===== config.mk =====
export PLATFORM = sky130hd
export DESIGN_NAME = matmul_operand_loader
export DESIGN_NICKNAME = d
export VERILOG_FILES = /design/src/rtl/matmul_pkg.sv /design/src/rtl/matmul_operand_loader.sv
export SDC_FILE = /design/constraint.sdc
export NUM_CORES = 1
export LEC_CHECK = 0
export ABC_AREA = 1
export CAP_MARGIN = 20
export CORE_ASPECT_RATIO = 0.6
export CORE_UTILIZATION = 48
export DETAILED_ROUTE_END_ITERATION = 10
export PLACE_DENSITY = 0.81
export SYNTH_ARGS = -nofsm -noshare
export SYNTH_HDL_FRONTEND = slang
export SYNTH_SLANG_ARGS = --single-unit
export TNS_END_PERCENT = 20

===== constraint.sdc =====
create_clock -name clk -period 2.3 [get_ports clk]
set_clock_uncertainty 0.05 [all_clocks]
set_input_delay 0.345 -clock clk [delete_from_list [all_inputs] [get_ports clk]]
set_output_delay 0.345 -clock clk [all_outputs]
set_load 0.02 [all_outputs]

===== src/rtl/matmul_pkg.sv =====
// Shared definitions for the packed matrix-multiplier datapath: element width and the
// loader state encoding that the result-side blocks reuse.
package matmul_pkg;

    localparam int ELEM_W = 8;

    typedef enum logic [1:0] {
        LOAD_A = 2'd0,
        LOAD_B = 2'd1,
        HOLD   = 2'd2
    } load_state_t;

    // Element index width for an n x n matrix; never narrower than one bit.
    function automatic int idx_width(input int n);
        return (n * n > 1) ? $clog2(n * n) : 1;
    endfunction

endpackage


===== src/rtl/matmul_operand_loader.sv =====
// Byte-serial loader: assembles A then B (row-major) into packed registers for the multiplier.
// Latency: m_valid rises the cycle after the final B element is accepted; pair period 2*N*N+1.
// Backpressure: s_ready drops while a complete pair is held; released the cycle after m_valid&&m_ready.
// Optional framing check on s_last is compiled in with MATLOAD_LAST_CHECK_EN.
module matmul_operand_loader
    import matmul_pkg::*;
#(
    parameter int N = 2
) (
    input  logic                    clk,
    input  logic                    rst_n,
    input  logic [ELEM_W-1:0]       s_data,
    input  logic                    s_valid,
    output logic                    s_ready,
    input  logic                    s_last,
    output logic [N*N*ELEM_W-1:0]   a_out,
    output logic [N*N*ELEM_W-1:0]   b_out,
    output logic                    m_valid,
    input  logic                    m_ready,
    output logic                    err
);

    localparam int NE    = N * N;
    localparam int IDX_W = idx_width(N);

    load_state_t        state, state_nxt;
    logic [IDX_W-1:0]   idx, idx_nxt;
    logic               accept;
    logic               idx_last;
    logic               final_elem;
    logic               a_we, b_we;

    assign s_ready    = (state == LOAD_A) || (state == LOAD_B);
    assign m_valid    = (state == HOLD);
    assign accept     = s_valid && s_ready;
    assign idx_last   = (idx == IDX_W'(NE - 1));
    assign final_elem = (state == LOAD_B) && idx_last;

`ifdef MATLOAD_LAST_CHECK_EN
    logic bad_last;
    logic err_set;
    logic err_q;

    // A premature s_last aborts the pair; a missing one is flagged but the pair is still delivered.
    assign bad_last = accept && s_last && !final_elem;
    assign err_set  = bad_last || (accept && final_elem && !s_last);
    assign err      = err_q;

    always_ff @(posedge clk or negedge rst_n) begin
        if (!rst_n) begin
            err_q <= 1'b0;
        end else if (err_set) begin
            err_q <= 1'b1;
        end
    end
`else
    logic bad_last;
    logic last_unused;

    assign bad_last    = 1'b0;
    assign last_unused = s_last;
    assign err         = 1'b0;
`endif

    always_comb begin
        state_nxt = state;
        idx_nxt   = idx;
        a_we      = 1'b0;
        b_we      = 1'b0;
        case (state)
            LOAD_A, LOAD_B: begin
                if (accept) begin
                    if (bad_last) begin
                        state_nxt = LOAD_A;
                        idx_nxt   = '0;
                    end else begin
                        a_we = (state == LOAD_A);
                        b_we = (state == LOAD_B);
                        if (idx_last) begin
                            idx_nxt   = '0;
                            state_nxt = (state == LOAD_A) ? LOAD_B : HOLD;
                        end else begin
                            idx_nxt = idx + 1'b1;
                        end
                    end
                end
            end
            HOLD: begin
                if (m_ready) begin
                    state_nxt = LOAD_A;
                end
            end
            default: begin
                state_nxt = LOAD_A;
                idx_nxt   = '0;
            end
        endcase
    end

    always_ff @(posedge clk or negedge rst_n) begin
        if (!rst_n) begin
            state <= LOAD_A;
            idx   <= '0;
        end else begin
            state <= state_nxt;
            idx   <= idx_nxt;
        end
    end

    // Operands are overwritten element by element; bytes not yet reloaded keep the previous pair.
    always_ff @(posedge clk or negedge rst_n) begin
        if (!rst_n) begin
            a_out <= '0;
            b_out <= '0;
        end else begin
            if (a_we) begin
                a_out[idx*ELEM_W +: ELEM_W] <= s_data;
            end
            if (b_we) begin
                b_out[idx*ELEM_W +: ELEM_W] <= s_data;
            end
        end
    end

endmodule


==> results.txt <==
The synthesized area divided by synthesized cell count came out at 8.14 sq um. The cell that appears most often on the critical path is nand2_1. The kind of cell with the highest combined delay along the critical path is simple AND/OR/NAND/NOR gates. The async set or reset register ratio after synthesis came out at 100%.

The starting DRC count in detailed routing is ~230. Summed over all layers, the routed wires come to around 7.6 mm. The via-per-instance ratio came out at ~5. The number of iterations in the first detailed-routing pass is 5.

The number of antenna diodes in the final layout is 0. The sequential cell area came out at 0.00170 sq mm. The worst reg2reg path depth came out at 7. The CTS buffer count is 9. The worst endpoint data arrival time is around 2.2 ns. The number of standard cells after synthesis came out at 372. The placement-stage cell area is 0.00391 sq mm. Walking the worst path, the cells encountered are clkinv_1 -> ha_1 -> inv_1 -> nand3_1 -> nor2_1 -> nand2_1 -> nand2_1. The worst setup path is captured at a flop. The overall die area is around 0.0066 sq mm. The number of library cell types mapped by synthesis came out at 20. The final weighted congestion in routability-driven placement came out at roughly 0.9. The final-layout fill cell count came out at 474. The level count of the clock H-tree is 3. The leading area contributor after synthesis is dfrtp_1. Sorting the synthesized cells by how often they occur yields nand2_1, dfrtp_1, nor2_1.

STA classifies the critical path startpoint as a flop. The count of buffers inserted at the top-level ports came out at 77. The clock sink total is 68. The effective utilization at floorplan came out at 51.9%. TritonCTS built the clock tree. In the post-synthesis netlist, the biggest area contributors are dfrtp_1, nand2_1, nor2_1. The via total after detailed routing is 2,729. The fraction of the core area covered by cells at the end of the flow came out at 70.8%. The number of remaining DRC errors came out at 0. The area fraction of the dominant cell type after synthesis came out at a little under three fifths.

The count of pins over their slew limit was 0. The clock transition at the registers of the reported paths came out at 0.08 ns. Power spread over the standard cell area amounts to 1460 mW/mm^2. The worst hold path begins at a_out[5]. The peak fanout along the critical path is 9. The number of standard-cell rows in the floorplan came out at 21. The launching point of the worst reg2reg path is idx[0].

The number of maximum-capacitance violations is 0. Counting flops and latches in the post-synthesis netlist gives 68. The start point of the critical path is idx[0]. The via count of the first global-routing pass came to between 2,000 and 3,000. The number of logic stages on the critical path including buffering is 7. The post-route non-filler standard cell count is 546. The count of warnings emitted by yosys is 0.

Among all cell types in the netlist, the one instantiated most often is nand2_1. The number of enable-type register cells in the synthesized netlist is 0. Setup repair after global routing left no endpoint under its margin.

The maximum count of clock buffers along a single path came out at 2. The core outline area is around 0.0058 sq mm. The routed length per instance came out at 14.0 um. The number of instances resized during post-cts repair is 0. The net count of the finished layout is 480. The final critical delay including setup and external delays came out at 1.99 ns.

The multi-input combinational cells in the finished layout cover a total of approximately 0.0012 sq mm. The area added between synthesis and finish came out at 36.4%. The fraction of layout cells with a size suffix above 1 is slightly below 9%. The count of final setup violators is 0.

The first-pass GRT wire length is 12.7 mm. The residual antenna-violating net count after detailed routing came out at 0. Summed over all cells, the static leakage comes to ~2.2 nW. Derived from the worst setup path, the maximum achievable clock frequency is 501 MHz. For this run, the leading register cell type out of synthesis is dfrtp_1.

The half-perimeter wire length after detailed placement came out at between 5 and 6 mm. The number of nets produced by synthesis is about 390. The global-route congestion overflow total came out at 0. The number of endpoints with negative hold slack in the final report is 0.

The cell area that synthesis handed to floorplanning was 0.00303 sq mm. The number of instances on the worst hold path is 2. The die width came out at 105 um. The buffers plus inverters on the worst setup path is 2. The insertion delay to the later sink of the worst-skew pair came out at between 0.3 and 0.4 ns.

The required arrival time at the worst endpoint came out at 2.54 ns. The placed instance count came out at between 500 and 600. The maximum number of pins on one net before global-route repair is 69.

The final-layout setup total negative slack came out at 0 ns. The flow ran to the end, and the final reports show no timing, DRC or antenna violations. The final design instance area without fill is 0.00413 sq mm.

In this design, the stage delay of the slowest critical-path cell is 0.52 ns. Dividing the final minimum period by the clock period gives 86.7%. The path category of the worst min-delay check is reg2reg. The initial antenna violation count came to 0.

The floorplan step set the die height to 63.5 um. Among all stages on the critical path, the largest delay is contributed by dfrtp_1. The post-cts hold buffer count is 1.

The sequential fraction of the synthesis area came out at approximately 56%. The highest ir drop seen on vdd is around 0.73 mV. The cell sitting at the root of the clock tree is a clkbuf_8. The total routing resource utilization after global routing is 25.1%. 80 I/O pins were placed. The critical path in this run is classified as reg2reg. The post-CTS setup repair buffer count came out at 0.
==> area by class of cell <==
class	instances	area share [%]
clock inverters	5	1.42
multi-input cells	281	29.9
clock buffers	11	3.66
repair buffers	81	19.6
inverters	20	1.82
flip-flops and latches	68	41.2
well taps	80	2.42
==> routing by layer <==
metal | vias to the layer above | wire length [um] | global-route usage, %
met2 | 116 | 3250 | 37.3
met3 | 13 | 547 | 6.11
met4 | 0 | 112 | 7.86
met5 | - | 0 | 0
li1 | 1311 | - | -
met1 | 1289 | 3710 | 36.3
==> power breakdown <==
group | switching (mW) | internal [mW]
sequential | 0.340 | 1.69
combinational | 1.75 | 1.20
clock | 0.479 | 0.562
total | 2.56 | 3.45
==> through the flow <==
stage	setup slack [ns]	hold WS (ns)	power, mW
after global placement	0.415	0.340	4.89
after detailed placement	0.371	0.344	4.97
after floorplan	0.444	-0.000591	3.62
final	0.305	0.423	6.01
after global routing	0.128	0.448	6.38
after CTS	0.296	0.426	6.03
==> flip-flops by register name (all words and copies together), names as in the netlist <==
name / flops
b_out: 32
idx: 2
state: 2
a_out: 32
==> kinds of logic after synthesis <==
group	synth area share [%]
and+or+nand+nor	37.4
AOI/OAI and AO/OA	0.743
other	0.124
DFF	56.2
buffers and inverters	3.06
adders and majority gates	2.48
==> path summary, 6_finish.rpt <==
check	to	slack (ns)
max in group asynchronous	b_out[6]	1.42
worst min-delay path	a_out[5]	0.42
min in group asynchronous	a_out[12]	0.49
worst min register to register	a_out[5]	0.42
worst max register to register	b_out[24]	0.31
worst max-delay path	b_out[24]	0.31
==> cells in the final DEF, fill, tap and decap left out <==
| cell | n |
|---|---|
| clkinv_2 | 1 |
| nor3_1 | 2 |
| nor2_4 | 1 |
| inv_1 | 13 |
| dlygate4sd3_1 | 1 |
| clkbuf_8 | 11 |
| clkinv_1 | 1 |
| ha_1 | 6 |
| inv_6 | 1 |
| o21ai_0 | 1 |
| nand2_2 | 6 |
| nand3_1 | 17 |
| o22ai_1 | 2 |
| nand3_4 | 1 |
| nor2_1 | 34 |
| buf_2 | 1 |
| dfrtp_1 | 68 |
| clkdlybuf4s50_1 | 76 |
| nor2_2 | 4 |
| conb_1 | 1 |
| nand2_1 | 202 |
| bufinv_16 | 1 |
| clkinvlp_4 | 2 |
| nor2_8 | 3 |
| buf_4 | 2 |
| inv_2 | 6 |
| buf_12 | 1 |
| a21oi_1 | 1 |
==> worst register-to-register path: stages, from the launching register on <==
cell and delay, ns:
dfrtp_1 0.52, clkinv_1 0.15, ha_1 0.42, inv_1 0.14, nand3_1 0.23, nor2_1 0.27, nand2_1 0.08, nand2_1 0.08
(Power assumes the default switching activity.)
